--- src/rtl/mem_arbiter_if.sv ---
// mem_arbiter_if: requester and RAM signals around the memory arbiter
interface mem_arbiter_if #(parameter int ADDR_W = 32, parameter int DATA_W = 32);
   logic              iREN, dREN, dWEN, iwait, dwait, err;
   logic [ADDR_W-1:0] iaddr, daddr, ramaddr;
   logic [DATA_W-1:0] dstore, iload, dload, ramstore, ramload;
   logic              ramREN, ramWEN, ram_ready, ram_error;
   modport slave (
      input  iREN, iaddr, dREN, dWEN, daddr, dstore, ramload, ram_ready, ram_error,
      output iwait, dwait, iload, dload, err, ramREN, ramWEN, ramaddr, ramstore
   );
   modport master (
      output iREN, iaddr, dREN, dWEN, daddr, dstore, ramload, ram_ready, ram_error,
      input  iwait, dwait, iload, dload, err, ramREN, ramWEN, ramaddr, ramstore
   );
endinterface

--- src/rtl/mem_arbiter.sv ---
// mem_arbiter: shares one RAM port between fetch and data, data first with anti-starvation
module mem_arbiter #(
   parameter int ADDR_W       = 32,
   parameter int DATA_W       = 32,
   parameter int STARVE_LIMIT = 4
) (
   input logic CLK,
   input logic nRST,
   mem_arbiter_if.slave bus
);
   localparam int SW = $clog2(STARVE_LIMIT + 1);
   typedef enum logic [1:0] {IDLE, IBUSY, DBUSY} state_t;
   state_t            state, next_state;
   logic [SW-1:0]     starve_cnt;
   logic [ADDR_W-1:0] addr;
   logic [DATA_W-1:0] store;
   logic              op_w, d_req, d_grant, i_grant, done, starved;
   assign d_req   = bus.dREN | bus.dWEN;
   assign starved = bus.iREN & (starve_cnt == SW'(STARVE_LIMIT));
   always_comb begin
      d_grant    = (state == IDLE) & d_req & ~starved;
      i_grant    = (state == IDLE) & ~d_grant & bus.iREN;
      done       = (state != IDLE) & (bus.ram_ready | bus.ram_error);
      next_state = d_grant ? DBUSY : i_grant ? IBUSY : done ? IDLE : state;
   end
   always_ff @(posedge CLK or negedge nRST) begin
      if (!nRST) begin
         state      <= IDLE;
         starve_cnt <= '0;
         addr       <= '0;
         store      <= '0;
         op_w       <= 1'b0;
      end else begin
         state <= next_state;
         if (d_grant) begin
            addr  <= bus.daddr;
            store <= bus.dstore;
            op_w  <= bus.dWEN;
         end else if (i_grant) begin
            addr  <= bus.iaddr;
            store <= '0;
            op_w  <= 1'b0;
         end
         // fetch waiting counts data wins; any fetch grant or idle fetch side resets it
         if (i_grant || (state == IDLE && !bus.iREN))
            starve_cnt <= '0;
         else if (d_grant && starve_cnt != SW'(STARVE_LIMIT))
            starve_cnt <= starve_cnt + 1'b1;
      end
   end
   assign bus.iwait    = bus.iREN & ~((state == IBUSY) & done);
   assign bus.dwait    = d_req & ~((state == DBUSY) & done);
   assign bus.iload    = (state == IBUSY && bus.ram_ready && !bus.ram_error) ? bus.ramload : '0;
   assign bus.dload    = (state == DBUSY && bus.ram_ready && !bus.ram_error) ? bus.ramload : '0;
   assign bus.err      = (done & bus.ram_error) | (d_grant & bus.dREN & bus.dWEN);
   assign bus.ramREN   = (state == IBUSY) | ((state == DBUSY) & ~op_w);
   assign bus.ramWEN   = (state == DBUSY) & op_w;
   assign bus.ramaddr  = addr;
   assign bus.ramstore = store;
endmodule

--- src/flat_wrapper.sv ---
// flat-port wrapper written by rule: the top's interface ports become plain ports
module mem_arbiter_flat 
#(
   parameter int ADDR_W       = 32,
   parameter int DATA_W       = 32,
   parameter int STARVE_LIMIT = 4
)
  (CLK, nRST, bus_iREN, bus_iaddr, bus_dREN, bus_dWEN, bus_daddr, bus_dstore, bus_ramload, bus_ram_ready, bus_ram_error, bus_iwait, bus_dwait, bus_iload, bus_dload, bus_err, bus_ramREN, bus_ramWEN, bus_ramaddr, bus_ramstore);
  mem_arbiter_if #(.ADDR_W(ADDR_W), .DATA_W(DATA_W)) bus_i ();
  input logic CLK;
  input logic nRST;
  input wire logic [$bits(bus_i.iREN)-1:0] bus_iREN;
  input wire logic [$bits(bus_i.iaddr)-1:0] bus_iaddr;
  input wire logic [$bits(bus_i.dREN)-1:0] bus_dREN;
  input wire logic [$bits(bus_i.dWEN)-1:0] bus_dWEN;
  input wire logic [$bits(bus_i.daddr)-1:0] bus_daddr;
  input wire logic [$bits(bus_i.dstore)-1:0] bus_dstore;
  input wire logic [$bits(bus_i.ramload)-1:0] bus_ramload;
  input wire logic [$bits(bus_i.ram_ready)-1:0] bus_ram_ready;
  input wire logic [$bits(bus_i.ram_error)-1:0] bus_ram_error;
  output wire logic [$bits(bus_i.iwait)-1:0] bus_iwait;
  output wire logic [$bits(bus_i.dwait)-1:0] bus_dwait;
  output wire logic [$bits(bus_i.iload)-1:0] bus_iload;
  output wire logic [$bits(bus_i.dload)-1:0] bus_dload;
  output wire logic [$bits(bus_i.err)-1:0] bus_err;
  output wire logic [$bits(bus_i.ramREN)-1:0] bus_ramREN;
  output wire logic [$bits(bus_i.ramWEN)-1:0] bus_ramWEN;
  output wire logic [$bits(bus_i.ramaddr)-1:0] bus_ramaddr;
  output wire logic [$bits(bus_i.ramstore)-1:0] bus_ramstore;
  assign bus_i.iREN = bus_iREN;
  assign bus_i.iaddr = bus_iaddr;
  assign bus_i.dREN = bus_dREN;
  assign bus_i.dWEN = bus_dWEN;
  assign bus_i.daddr = bus_daddr;
  assign bus_i.dstore = bus_dstore;
  assign bus_i.ramload = bus_ramload;
  assign bus_i.ram_ready = bus_ram_ready;
  assign bus_i.ram_error = bus_ram_error;
  assign bus_iwait = bus_i.iwait;
  assign bus_dwait = bus_i.dwait;
  assign bus_iload = bus_i.iload;
  assign bus_dload = bus_i.dload;
  assign bus_err = bus_i.err;
  assign bus_ramREN = bus_i.ramREN;
  assign bus_ramWEN = bus_i.ramWEN;
  assign bus_ramaddr = bus_i.ramaddr;
  assign bus_ramstore = bus_i.ramstore;
  mem_arbiter #(.ADDR_W(ADDR_W), .DATA_W(DATA_W), .STARVE_LIMIT(STARVE_LIMIT)) u_core (.CLK(CLK), .nRST(nRST), .bus(bus_i));
endmodule
--- config.mk ---
export PLATFORM = sky130hd
export DESIGN_NAME = mem_arbiter_flat
export DESIGN_NICKNAME = d
export VERILOG_FILES = /design/src/rtl/mem_arbiter_if.sv /design/src/rtl/mem_arbiter.sv /design/src/flat_wrapper.sv
export SDC_FILE = /design/constraint.sdc
export NUM_CORES = 1
export LEC_CHECK = 0
export ABC_CLOCK_PERIOD_IN_PS = 1400
export BUFFER_PORTS_ARGS = -buffer_cell sky130_fd_sc_hd__clkbuf_2
export CORE_AREA = 5 5 114 116
export DETAILED_ROUTE_END_ITERATION = 6
export DIE_AREA = 0 0 119 121
export PLACE_DENSITY_LB_ADDON = 0.15
export SETUP_SLACK_MARGIN = 0.3
export SYNTH_ARGS = -nofsm -noshare
export SYNTH_HDL_FRONTEND = slang
export SYNTH_SLANG_ARGS = --single-unit
--- constraint.sdc ---
create_clock -name CLK -period 1.4 [get_ports CLK]
set_input_delay 0.07 -clock CLK [delete_from_list [all_inputs] [get_ports CLK]]
set_output_delay 0.07 -clock CLK [all_outputs]
set_load 0.05 [all_outputs]
==> results of run 1 <==
-- path summary, 6_finish.rpt --
check	startpoint	end	slack, ns	cells after the start
max	u_core.state[1]$_DFFE_PN0P_	u_core.bus.ramaddr[20]$_DFFE_PN0P_	-0.31	8
max reg2reg	u_core.state[1]$_DFFE_PN0P_	u_core.bus.ramaddr[20]$_DFFE_PN0P_	-0.31	8
max in group asynchronous	nRST	u_core.state[0]$_DFFE_PN0P_	0.79	3
min reg2reg	u_core.bus.ramstore[4]$_DFFE_PN0P_	u_core.bus.ramstore[4]$_DFFE_PN0P_	0.50	1
min	bus_daddr[22]	u_core.bus.ramaddr[22]$_DFFE_PN0P_	0.02	2
min in group asynchronous	nRST	u_core.bus.ramaddr[14]$_DFFE_PN0P_	0.26	3
-- kinds of logic (layout without fill, tap and decap cells) --
family | Yosys count | after routing
adders and majority gates | 2 | 2
and+or+nand+nor | 120 | 120
DFF | 70 | 70
buffers and inverters | 30 | 389
muxes | 1 | 1
AOI/OAI and AO/OA | 77 | 77
-- worst reg2reg max path, stage by stage (launching register included) --
cell and delay (ns):
dfrtp_2 0.42, buf_4 0.14, buf_4 0.13, nor2_4 0.13, buf_6 0.13, nand3_4 0.11
clkbuf_16 0.17, buf_6 0.12, o221a_1 0.23
-- metal layers --
layer  track usage [%]  share of wire [%]  up-vias  wire length [microns]
met3              5.45                6.3       21                   1010
met5                 0                  0        -                      0
met1              24.9                 38     1856                   6160
li1                  -                  -     1827                      -
met2              37.9                 53      189                   8550
met4              6.59                1.8        0                    296
-- layout make-up --
type,count,area [sq um]
clock buffers,9,225
well taps,147,184
multi-input cells,200,1850
inverters,3,11.3
clock inverters,7,105
repair buffers,370,3900
fillers,819,3780
flip-flops and latches,70,1750
-- power groups by stage --
stage / logic [mW] / registers, mW / clock network, mW
finish: 11.9 / 3.63 / 2.53
global route: 12.4 / 3.74 / 2.68
CTS: 11.0 / 3.61 / 2.58
detailed placement: 8.93 / 3.64 / 0
global placement: 8.83 / 3.68 / 0
floorplan: 3.49 / 6.67 / 0
-- flip-flops by register name (all words and copies together), names as in the netlist --
signal and cells:
u_core.starve_cnt 3, u_core.op_w 1, u_core.state 2, u_core.bus.ramstore 32, u_core.bus.ramaddr 32
-- through the flow --
stage	hold WS (ns)	power (mW)	setup TNS [ns]	utilization [%]	cells
3_5_place_dp	0.106	12.6	-0.694	48.4	705
2_1_floorplan	-0.226	10.2	-0.540	-	300
4_1_cts	0.00942	17.2	-24.07	65.7	788
5_1_grt	0.0169	18.8	-42.51	68.0	806
6_report	0.0163	18.1	-35.05	68.0	806
3_3_place_gp	0.103	12.5	-0.00542	48.4	705
-- layout by cell type, fill, tap and decap left out, drive strengths merged, types with 2 or more instances in the layout --
master,synthesis,final
clkbuf,12,239
buf,15,107
dfrtp,70,70
and2,64,64
dlygate4sd3,0,33
nand3b,32,32
o221a,32,32
a22o,32,32
nor2,7,7
inv,3,6
o21ai,5,5
nand2,5,5
nand2b,3,3
o21a,3,3
nand3,3,3
nand4,2,2
bufinv,0,2
or2,2,2
ha,2,2
-- timing repair --
item	4_1_cts	5_1_grt
setup endpoints to repair	139	145
hold buffers	33	0
cloned	12	3
setup buffers	22	15
resized for setup	156	36
pin swaps	8	7
hold endpoints to repair	102	0
==> summary.md, run 1 <==
| Metric | Value |
|---|---|
| Combinational power share | 65.9% |
| Post-synth EDFFs | 0 |
| Top cells by area, synth | dfrtp_1 (50%), and2_1 (12%), o221a_1 (10%) |
| Final ANT Viol Nets | 0 |
| Number of synthesis warnings | 0 |
| Initial antenna violation count | 0 |
| Row cnt | 40 |
| Via count | 3893 |
| Crit. End Element | flop |
| Post-layout minimum cycle time | 1.71 ns |
| Router iterations before antenna repair | 5 |
| Simple-gate share of the synthesized area | 22.2% |
| Switching Fraction | 46.7% |
| PortBufs | 267 |
| WL/cell | 19.9 microns |
| Syn_area_per_cell | 11.6 sq um |
| Largest fanout on the critical path | 5 |
| Fin area | 8030 sq um |
| MaxCap Viol Count | 0 |
| Hold Crit Class | in -> reg |
| Synth Area in Adders | 0.721% |
| Vias per Instance | 4.83 |
| Post-synthesis cell count | 300 |
| N_diodes | 0 |
| Worst slew pin tran | 0.396 ns |
| Core Region | 11800 sq um |
| Reg clk slew, reported paths | 0.06 ns |
| Tcrit/Tclk final | 122% |
| Pwr Density | 2250 nW/um^2 |
| Worst Skew | 0.00918 ns |
| RePlAce Congestion | 0.756 |
| Synth cell types | 30 |
| Most numerous cell in the Yosys netlist | dfrtp_1 |
| Compound-Gate Fraction of Synth Area | 21.0% |
| Routed WL | 16000 microns |
| Die width | 119 microns |
| Place WS | -0.0269 ns |
| CTS max path bufs | 2 |
| Register area share after synthesis | 50.5% |
| Crit path buf inv count | 5 |
| H-tree levels | 3 |
| Synth cell count leaders | dfrtp_1 (70), and2_1 (64), a22o_1 (32), nand3b_1 (32), o221a_1 (32) |
| NetSw | 8.44 mW |
| Slew headroom | 73.6% |
| Violated checks | setup timing |
| Total CTS buffers | 9 |
| GR Overflow Total | 0 |
| Drc violations | 0 |
| Internal power | 9.61 mW |
| LEAKAGE | 3.78 nW |
| IO Count | 268 |
| Share of cells above drive strength 1 | 67.4% |
| Fmax | 585 MHz |
| Die Y | 121 microns |
| Post-DP HPWL | 9280 microns |
| Root Driver | clkbuf_16 |
| Largest net degree at the start of global routing | 71 |
| CP top delay family | buffers and inverters |
| Peak supply drop | 0.00116 V |
| Area grow syn2layout | 132% |
| Main combinational cell family by area after synthesis | simple AND/OR/NAND/NOR gates |
| Die ar. | 14400 sq um |
| CP Class | reg -> reg |
| CTS tree | yes |
| Synth Net Count | 437 |
| Top_reg_cell synth | dfrtp_1 |
| Post-Synth XOR/XNOR Area | 0% |
| Number of synthesized register bits | 70 |
| Cell Area, Placed | 5720 sq um |
| Number of max-slew violations in the final report | 0 |
| Synth Cell Area | 3470 sq um |
| Clock power share | 14.0% |
| Yosys top cell by area | dfrtp_1 |
| Initial DRC Count | 131 |
| Critical-path cell list | buf_4 > buf_4 > nor2_4 > buf_6 > nand3_4 > clkbuf_16 > buf_6 > o221a_1 |
| CP max-delay cell | dfrtp_2 |
| Final Hold Fails | 0 |
| Final worst slack | -0.309 ns |
| Clk sinks | 70 |
| Worst stage delay on the critical path | 0.42 ns |
| Sequential Power Share | 20.1% |
| Setup violations, final | 137 |
| Vias in the first global route | 4287 |
| Status | finished, violations left |
| Initial Util | 29.4% |
| Clk_lat worst skew | 0.34 ns |
| Worst path arrival time | 1.93 ns |
| RSZ-0062 raised after global routing | true |
| First-pass GRT wire length | 23800 microns |
| Final #Nets | 791 |
| Yosys top cell area share | 50.5% |
| Startpoint types | flop |
| Data required time of the critical path | 1.62 ns |
| Post-synth ARST share | 100% |
| Post-synthesis mux area share | 0.288% |
| Gr usage total | 21.2% |
(Power assumes the default switching activity.)
==> run 2, diff against run 1 <==
--- a/config.mk
+++ b/config.mk
@@ -7,9 +7,9 @@
 export LEC_CHECK = 0
 export ABC_CLOCK_PERIOD_IN_PS = 1400
 export BUFFER_PORTS_ARGS = -buffer_cell sky130_fd_sc_hd__clkbuf_2
-export CORE_AREA = 5 5 114 116
+export CORE_AREA = 5 5 135 98
 export DETAILED_ROUTE_END_ITERATION = 6
-export DIE_AREA = 0 0 119 121
+export DIE_AREA = 0 0 140 103
 export PLACE_DENSITY_LB_ADDON = 0.15
 export SETUP_SLACK_MARGIN = 0.3
 export SYNTH_ARGS = -nofsm -noshare
==> constraint.sdc (replaced) <==
create_clock -name CLK -period 1.4 [get_ports CLK]
set_input_delay 0.07 -clock CLK [delete_from_list [all_inputs] [get_ports CLK]]
set_output_delay 0.07 -clock CLK [all_outputs]
set_load 0.005 [all_outputs]
==> summary.md, run 2 (synthesis gave the netlist of run 1 again) <==
| Metric | Value |
|---|---|
| Most Frequent Cell on Critical Path | buf_6 |
| Via count | 3825 (was 3893) |
| Met1 Wirelength | 5750 microns (was 6160 microns) |
| Tcrit/Tclk final | 124% (was 122%) |
| NetSw | 4.31 mW (was 8.44 mW) |
| Fin area | 6750 sq um (was 8030 sq um) |
| Switching Fraction | 33.5% (was 46.7%) |
| Place WS | -0.0283 ns (was -0.0269 ns) |
| Fmax | 575 MHz (was 585 MHz) |
| Die Y | 103 microns (was 121 microns) |
| Critical-path cell list | buf_6 > nand2b_4 > nor2_4 > buf_6 > buf_16 > and2_1 > clkbuf_2 (was buf_4 > buf_4 > nor2_4 > buf_6 > nand3_4 > clkbuf_16 > buf_6 > o221a_1) |
| Die ar. | 14400 sq um (about the same) |
| Largest fanout on the critical path | 8 (was 5) |
| Row cnt | 34 (was 40) |
| Drc violations | 0 (unchanged) |
| IO Count | 268 (unchanged) |
| H-tree levels | 3 (unchanged) |
| Startpoint types | flop (unchanged) |
| Final worst slack | -0.340 ns (was -0.309 ns) |
| Number of max-slew violations in the final report | 0 (unchanged) |
| Share of cells above drive strength 1 | 62.6% (was 67.4%) |
| Post-DP HPWL | 9150 microns (was 9280 microns) |
| CTS max path bufs | 2 (unchanged) |
| Met3 WL post-DR | 930 microns (was 1010 microns) |
| First-pass GRT wire length | 20500 microns (was 23800 microns) |
| Worst slew pin tran | 0.383 ns (was 0.396 ns) |
| Peak supply drop | 0.000789 V (was 0.00116 V) |
| Status | finished, violations left (unchanged) |
| Clk sinks | 70 (unchanged) |
| Vias per Instance | 4.76 (was 4.83) |
| PortBufs | 267 (unchanged) |
| CP top delay family | buffers and inverters (unchanged) |
| Root Driver | clkbuf_16 (unchanged) |
| Cell Area, Placed | 5120 sq um (was 5720 sq um) |
| CTS tree | yes (unchanged) |
| Worst Skew | 0.00675 ns (was 0.00918 ns) |
| Violated checks | setup timing (unchanged) |
| Setup violations, final | 137 (unchanged) |
| Combinational power share | 52.8% (was 65.9%) |
| Utilization after layout | 56.3% (was 68.0%) |
| Initial Util | 28.9% (was 29.4%) |
| Routed WL | 14400 microns (was 16000 microns) |
| RePlAce Congestion | 0.850 (was 0.756) |
| WL/cell | 17.9 microns (was 19.9 microns) |
| Router iterations before antenna repair | 5 (unchanged) |
| RSZ-0062 raised after global routing | true (unchanged) |
| Initial antenna violation count | 0 (unchanged) |
| Hold Crit Class | in -> reg (unchanged) |
| Largest net degree at the start of global routing | 71 (unchanged) |
| Pwr Density | 1900 nW/um^2 (was 2250 nW/um^2) |
| Crit. End Element | primary output (was flop) |
| Crit path buf inv count | 4 (was 5) |
| GR Overflow Total | 0 (unchanged) |
| Internal power | 8.54 mW (was 9.61 mW) |
| Most common cell after layout, fill and taps aside | clkbuf_2 (unchanged) |
| Clk_lat worst skew | 0.33 ns (was 0.34 ns) |
| Worst stage delay on the critical path | 0.42 ns (about the same) |
| Gr usage total | 18.0% (was 21.2%) |
| Post-layout minimum cycle time | 1.74 ns (was 1.71 ns) |
| LEAKAGE | 3.35 nW (was 3.78 nW) |
| Final Hold Fails | 0 (unchanged) |
| Vias in the first global route | 3951 (was 4287) |
| Total CTS buffers | 9 (unchanged) |
| CP max-delay cell | dfrtp_2 (unchanged) |
| Area grow syn2layout | 94.7% (was 132%) |
| Die width | 140 microns (was 119 microns) |
| Final ANT Viol Nets | 0 (unchanged) |
| Most frequent cells in the layout | clkbuf_2 (219), dfrtp_1 (69), buf_6 (48), and2_4 (44) (was clkbuf_2 (191), dfrtp_1 (68), and2_4 (64), clkbuf_16 (48), buf_12 (38)) |
| Top routing layer in use | met4 (unchanged) |
| Pwr Total | 12.9 mW (was 18.1 mW) |
| Slew headroom | 74.5% (was 73.6%) |
| Sequential Power Share | 28.0% (was 20.1%) |
| Reg clk slew, reported paths | 0.06 ns (about the same) |
| Core Region | 12000 sq um (was 11800 sq um) |
| N_diodes | 0 (unchanged) |
| Met2 WL | 7410 microns (was 8550 microns) |
| Worst path arrival time | 1.67 ns (was 1.93 ns) |
| Clock power share | 19.2% (was 14.0%) |
| Data required time of the critical path | 1.33 ns (was 1.62 ns) |
| Final #Nets | 773 (was 791) |
| MaxCap Viol Count | 0 (unchanged) |
| Initial DRC Count | 215 (was 131) |
| CP Class | reg -> out (was reg -> reg) |
## run 2: changes by cell type in the layout (fill, tap and decap cells not counted), sizes merged
cell         before  now
clkinv            1    4
dlygate4sd3      33   32
clkbuf          239  231
buf             107   98
inv               6    3
## run 2: final cells by class
type                    instances  area, sq um
clock buffers                   9          225
clock inverters                 7         98.8
fillers                      1014         5240
inverters                       3         11.3
multi-input cells             200         1760
flip-flops and latches         70         1750
well taps                     162          203
repair buffers                352         2700
## run 2: path summary, 6_finish.rpt
kind	from	endpoint	slack, ns	cells after the start
setup reg to reg	u_core.state[0]$_DFFE_PN0P_	u_core.bus.ramaddr[7]$_DFFE_PN0P_	-0.30	7
hold / removal	bus_dstore[28]	u_core.bus.ramstore[28]$_DFFE_PN0P_	0.01	2
hold reg to reg	u_core.bus.ramstore[29]$_DFFE_PN0P_	u_core.bus.ramstore[29]$_DFFE_PN0P_	0.50	1
max in group asynchronous	nRST	u_core.state[1]$_DFFE_PN0P_	0.75	3
setup / recovery	u_core.state[1]$_DFFE_PN0P_	bus_iload[10]	-0.34	7
min in group asynchronous	nRST	u_core.bus.ramaddr[18]$_DFFE_PN0P_	0.31	3
## run 2: stage by stage
step | TNS [ns] | std cells | hold slack [ns]
global placement | 0 | 719 | 0.124
CTS | -32.47 | 792 | 0.00269
finish | -33.46 | 803 | 0.0121
floorplan | 0 | 300 | -0.226
global route | -42.68 | 803 | 0.00587
detailed placement | -0.408 | 719 | 0.127
## run 2: what timing repair did
item | in CTS | in global routing
buffers inserted | 16 | 8
setup endpoints to repair | 138 | 139
gates cloned | 9 | 3
pin swaps | 8 | 53
hold endpoints to repair | 101 | 0
gates resized for setup | 40 | 114
hold buffers | 32 | 0
## run 2: worst register-to-register path: cells and delay by family, from the launching register on
kind | cells | cell delay [ns]
flip-flops | 1 | 0.38
AO/OA/AOI/OAI | 1 | 0.24
AND/OR/NAND/NOR | 2 | 0.33
buffers and inverters | 4 | 0.62
## run 2: metal layers
| metal | up-vias | GRT usage [%] |
|---|---|---|
| met5 | - | 0 |
| met4 | 0 | 7.07 |
| met3 | 23 | 4.17 |
| met2 | 173 | 32.3 |
| met1 | 1845 | 21.2 |
| li1 | 1784 | - |
## run 2: power groups by stage
stage                     Clock (mW)  Combinational [mW]  Sequential [mW]
after global routing            2.62                7.31             3.71
after global placement             0                4.56             3.62
final                           2.46                6.79             3.60
after detailed placement           0                4.66             3.60
after CTS                       2.52                6.12             3.60
after floorplan                    0                2.53             3.63
